<file path="src/rtl/hazard_stall_unit.sv">
// Load-use / branch-dependency stall controller for an ID-resolved-branch pipeline.
// Optional stall statistics outputs are enabled by defining HAZARD_STATS_EN.
module hazard_stall_unit #(
  parameter int REG_ADDR_W         = 5,
  parameter int LOAD_USE_STALLS    = 1,
  parameter int LOAD_BRANCH_STALLS = 2,
  parameter int ALU_BRANCH_STALLS  = 1
) (
  input  logic                  clk,
  input  logic                  rst,
  input  logic                  valid_id,
  input  logic [REG_ADDR_W-1:0] rs_id,
  input  logic [REG_ADDR_W-1:0] rt_id,
  input  logic                  uses_rs_id,
  input  logic                  uses_rt_id,
  input  logic                  is_branch_id,
  input  logic [REG_ADDR_W-1:0] rd_ex,
  input  logic                  reg_write_ex,
  input  logic                  mem_read_ex,
  input  logic [REG_ADDR_W-1:0] rd_mem,
  input  logic                  mem_read_mem,
  input  logic                  flush,
  output logic                  pc_write,
  output logic                  if_id_write,
  output logic                  noop,
  output logic                  stall_busy
`ifdef HAZARD_STATS_EN
  ,
  output logic [15:0]           stall_cycles,
  output logic [15:0]           hazard_events
`endif
);

  localparam logic [2:0] LU_N = 3'(LOAD_USE_STALLS);
  localparam logic [2:0] LB_N = 3'(LOAD_BRANCH_STALLS);
  localparam logic [2:0] AB_N = 3'(ALU_BRANCH_STALLS);

  typedef enum logic {IDLE, STALL} state_t;

  state_t     state_q, state_d;
  logic [2:0] cnt_q, cnt_d;
  logic [2:0] luN, ebN, mbN, needN;
  logic       exMatch, memMatch, stall;

  // Register zero is never a real dependency, so it is excluded from matching.
  assign exMatch  = (uses_rs_id && (rs_id != '0) && (rs_id == rd_ex)) ||
                    (uses_rt_id && (rt_id != '0) && (rt_id == rd_ex));
  assign memMatch = (uses_rs_id && (rs_id != '0) && (rs_id == rd_mem)) ||
                    (uses_rt_id && (rt_id != '0) && (rt_id == rd_mem));

  always_comb begin
    luN   = (valid_id && mem_read_ex && exMatch) ? LU_N : 3'd0;
    ebN   = (valid_id && is_branch_id && reg_write_ex && exMatch) ?
            (mem_read_ex ? LB_N : AB_N) : 3'd0;
    mbN   = (valid_id && is_branch_id && mem_read_mem && memMatch) ? 3'd1 : 3'd0;
    needN = luN;
    if (ebN > needN) needN = ebN;
    if (mbN > needN) needN = mbN;
  end

  always_comb begin
    state_d = state_q;
    cnt_d   = cnt_q;
    stall   = 1'b0;
    if (flush) begin
      state_d = IDLE;
      cnt_d   = 3'd0;
    end else begin
      case (state_q)
        IDLE: begin
          if (needN != 3'd0) begin
            stall = 1'b1;
            if (needN > 3'd1) begin
              state_d = STALL;
              cnt_d   = needN - 3'd1;
            end
          end
        end
        STALL: begin
          stall = 1'b1;
          cnt_d = cnt_q - 3'd1;
          if (cnt_q == 3'd1) state_d = IDLE;
        end
        default: begin
          state_d = IDLE;
          cnt_d   = 3'd0;
        end
      endcase
    end
  end

  always_ff @(posedge clk or posedge rst) begin
    if (rst) begin
      state_q <= IDLE;
      cnt_q   <= 3'd0;
    end else begin
      state_q <= state_d;
      cnt_q   <= cnt_d;
    end
  end

  // Reset must win over a hazard pattern that happens to be on the inputs.
  assign pc_write    = ~(stall & ~rst);
  assign if_id_write = ~(stall & ~rst);
  assign noop        = stall & ~rst;
  assign stall_busy  = (state_q == STALL);

`ifdef HAZARD_STATS_EN
  logic [15:0] stallCycles_q, hazardEvents_q;

  always_ff @(posedge clk or posedge rst) begin
    if (rst) begin
      stallCycles_q  <= 16'd0;
      hazardEvents_q <= 16'd0;
    end else begin
      if (stall && (stallCycles_q != 16'hFFFF))
        stallCycles_q <= stallCycles_q + 16'd1;
      if (stall && (state_q == IDLE) && (hazardEvents_q != 16'hFFFF))
        hazardEvents_q <= hazardEvents_q + 16'd1;
    end
  end

  assign stall_cycles  = stallCycles_q;
  assign hazard_events = hazardEvents_q;
`endif

endmodule

</file>
<file path="config.mk">
export PLATFORM = sky130hd
export DESIGN_NAME = hazard_stall_unit
export DESIGN_NICKNAME = d
export VERILOG_FILES = /design/src/rtl/hazard_stall_unit.sv
export SDC_FILE = /design/constraint.sdc
export NUM_CORES = 1
export LEC_CHECK = 0
export BUFFER_PORTS_ARGS = -buffer_cell sky130_fd_sc_hd__buf_2
export CAP_MARGIN = 20
export CELL_PAD_IN_SITES_DETAIL_PLACEMENT = 0
export CELL_PAD_IN_SITES_GLOBAL_PLACEMENT = 1
export CORE_MARGIN = 4
export CORE_UTILIZATION = 27
export CTS_CLUSTER_DIAMETER = 120
export DETAILED_ROUTE_END_ITERATION = 10
export PLACE_DENSITY_LB_ADDON = 0.1
export SYNTH_ARGS = -nofsm -noshare
export SYNTH_HDL_FRONTEND = slang
export SYNTH_SLANG_ARGS = --single-unit
export TNS_END_PERCENT = 10
</file>
<file path="constraint.sdc">
create_clock -name clk -period 2.4 [get_ports clk]
set_input_delay 0.12 -clock clk [delete_from_list [all_inputs] [get_ports clk]]
set_output_delay 0.12 -clock clk [all_outputs]
set_load 0.005 [all_outputs]
</file>
==> metrics <==
run status=complete, but fails checks; violated checks=negative setup slack; Cell Chain, Critical Path=buf_6 > or4_4 > o21ai_4 > nor4_4 > o211a_1 > ha_4 > nor2_4 > o211a_1 > a22oi_2 > ha_2 > a211o_1 > inv_1 > buf_2; Hold Crit Depth=2; area leader, netlist=xnor2_1; Starting Density=~29%; Pre-antenna DRT Iters=2; Wirelength per Cell=12.4 µm; max-cap viol count=0; insertion delay to the later sink of the worst-skew pair=0.24 ns; area share of the largest cell type after synthesis=19.0%; Worst-path clk slew=0.04 ns; Req. time, crit path=2.28 ns; GRT overflow=0; Tcrit/Tclk final=108%; fin nets=165; syn_nets=between 100 and 150; Cell Area, Synth=647 µm²; TritonCTS Buffers=3; vias in the first global route=761; CP bufs+invs=3; Syn Area/Cell=around 8.4 µm²; H-tree levels=1; layout cell share with drive strength beyond 1=52.3%; final hold violations=0; PortBufs=33; Crit Reg-Reg Endpoint=cnt_q[1]$_DFFE_PP0P_; setup_tns=-0.878 ns; slowest stage delay, CP=0.55 ns; Antenna Cells=0; CTS tree=done; hold slack final=roughly 0.16 ns; most common cell in the synthesized netlist=xnor2_1; static leakage=0.518 nW; Min Clock Period, post-route=2.60 ns; YS warnings=0; Yosys reg bits=4; r2r worst-path depth=4; Die Area=approximately 3200 µm²; ys flop type=dfrtp_1; largest cells by area after synthesis=xnor2_1, dfrtp_1, xor2_1, ha_1, nor4_2; Avg Vias per Cell=roughly 4.6; Area Overhead vs Synth=70.4%; slew margin rel.=a little under 80%; Total Wirelength=about 1.9 mm; fin util=48.9%; Peak supply drop=0.316 mV; ANT nets after route=0; initial antenna violation count=0; worst-path maximum fanout=3; Synth async-reset ratio=100%; largest net degree at the start of global routing=11; DRC=0; delay-heaviest family, CP=compound AO/OA/AOI/OAI gates; CP arrival=2.48 ns; R2R Path Start=cnt_q[0]$_DFFE_PP0P_; worst clock skew=0.00575 ns; Placer Congestion=about 0.72; clock sink total=4; PwrDens=247 nW/µm²; Mapped Cells=77; Slowest-stage cell, CP=or4_4; Post-synth EDFFs=0; initial DRC count=4; GRT Total Usage=12.2%; Worst Hold Class=input pin to register; hpwl dp=1.64 mm; Hold Path End=stall_busy$_DFF_PP0_; Setup WS pre-CTS=-0.413 ns; final slew viol count=0; clk root buf=clkbuf_4; Longest Clk Path Bufs=2; total number of vias=724; RSZ-0062 raised after global routing=true; Worst path most repeated cell=o211a_1; io pins=34; cell row count=17; Setup CP Type=input pin to output port; sequential fraction of the synthesis area=15.5%; Setup crit start kind=input pin; Achievable Freq=0.384 GHz; critical hold path startpoint=flush; Slew @ Worst Pin=0.308 ns; core area=roughly 2300 µm²; Setup violations, final=6; synth unique cells=30; register-to-register setup slack=1.27 ns; worst setup margin=-0.202 ns; Synth top cells by count=xnor2_1, xor2_1, ha_1, inv_1; Die Y=56.9 µm; first-pass GRT wire length=between 3 and 4 mm; die width=around 57 µm; crit path capture type=output port
[worst reg2reg max path: stages, from the launching register on]
cell      delay [ns]
dfrtp_1         0.39
inv_1           0.06
ha_1            0.28
nand2b_1        0.15
o221ai_2        0.17
[cell type report]
type                            count  area [µm²]
Clock buffer                        3        22.5
Tap cell                           28        35.0
Multi-Input combinational cell     66         618
Sequential cell                     4         100
Fill cell                         243        1150
Inverter                            5        18.8
Timing Repair Buffer               50         308
[power breakdown]
group	switching (mW)	internal (mW)	leakage, nW
logic	0.0579	0.0619	0.448
registers	0.000308	0.0681	0.0559
clock network	0.0277	0.0559	0.0138
[per-stage QoR]
| step | instances | total power [mW] | area [µm²] |
|---|---|---|---|
| 2_1_floorplan | 77 | 0.117 | 674 |
| 3_3_place_gp | 151 | 0.177 | 976 |
| 3_5_place_dp | 151 | 0.177 | 976 |
| 4_1_cts | 156 | 0.270 | 1050 |
| 5_1_grt | 156 | 0.292 | 1100 |
| 6_report | 156 | 0.272 | 1100 |
[repair_timing]
| action | 4_1_cts | 5_1_grt |
|---|---|---|
| resized for setup | 6 | 9 |
| endpoints found under the setup margin | 6 | 6 |
| endpoints found under the hold margin | 4 | 0 |
| buffers inserted | 1 | 0 |
| pin swaps | 8 | 10 |
| cloned | 0 | 0 |
| hold buffers | 1 | 0 |
[cells by family (layout without fill, tap and decap cells)]
group	after synthesis	after routing	share of synthesized area, %
adders and majority gates	5	5	9.67
xor gates and xnor gates	22	22	29.8
DFF	4	4	15.5
AOI/OAI and AO/OA	18	18	21.3
and+or+nand+nor	21	21	19.1
buffers and inverters	7	58	4.64
[worst max path at each step]
| stage | from | end | cells after the start |
|---|---|---|---|
| after floorplan | rt_id[4] | cnt_q[2]$_DFFE_PP0P_ | 12 |
| after global placement | rt_id[4] | cnt_q[2]$_DFFE_PP0P_ | 13 |
| after detailed placement | rt_id[4] | cnt_q[2]$_DFFE_PP0P_ | 13 |
| after CTS | rt_id[2] | noop | 13 |
| after global routing | rt_id[3] | noop | 13 |
| final | rt_id[3] | noop | 13 |
[cell usage in the layout, fill, tap and decap left out]
cell type	Yosys	routed
nor2_4	0	1
a211o_1	1	1
dlygate4sd3_1	0	1
nor4_2	2	2
ha_2	0	1
nor2_1	4	3
o21ai_2	2	1
o21ai_1	1	2
o211ai_1	2	2
o21a_1	1	1
xor2_1	8	8
o211a_1	2	2
ha_1	5	3
or4_4	0	2
a22oi_2	0	1
o221ai_2	0	1
nand2_1	2	2
and3_1	1	1
nor4_4	0	2
ha_4	0	1
nand2b_1	1	1
o21ai_4	0	2
xnor2_1	14	14
nor3_4	0	1
or3_1	1	1
nor3_1	2	1
o311a_1	1	1
inv_1	5	5
o31a_1	1	1
dfrtp_1	4	4
buf_6	0	2
buf_2	0	31
a21oi_1	2	2
clkbuf_4	0	3
buf_4	1	16
nand3_1	4	4
a221oi_1	1	1
[layer usage]
layer | global-route usage [%] | up-vias | share of wire (%)
met3 | 3.39 | 2 | 5.0
met1 | 17.6 | 314 | 49
met4 | 3.64 | 0 | 0.52
li1 | - | 385 | -
met2 | 17.6 | 23 | 46
met5 | 0 | - | 0
[state kept, by name, summed over array words and instances (netlist names)]
| name | count |
|---|---|
| cnt_q | 3 |
| stall_busy | 1 |
No activity file was read; power rests on OpenSTA's default activity.
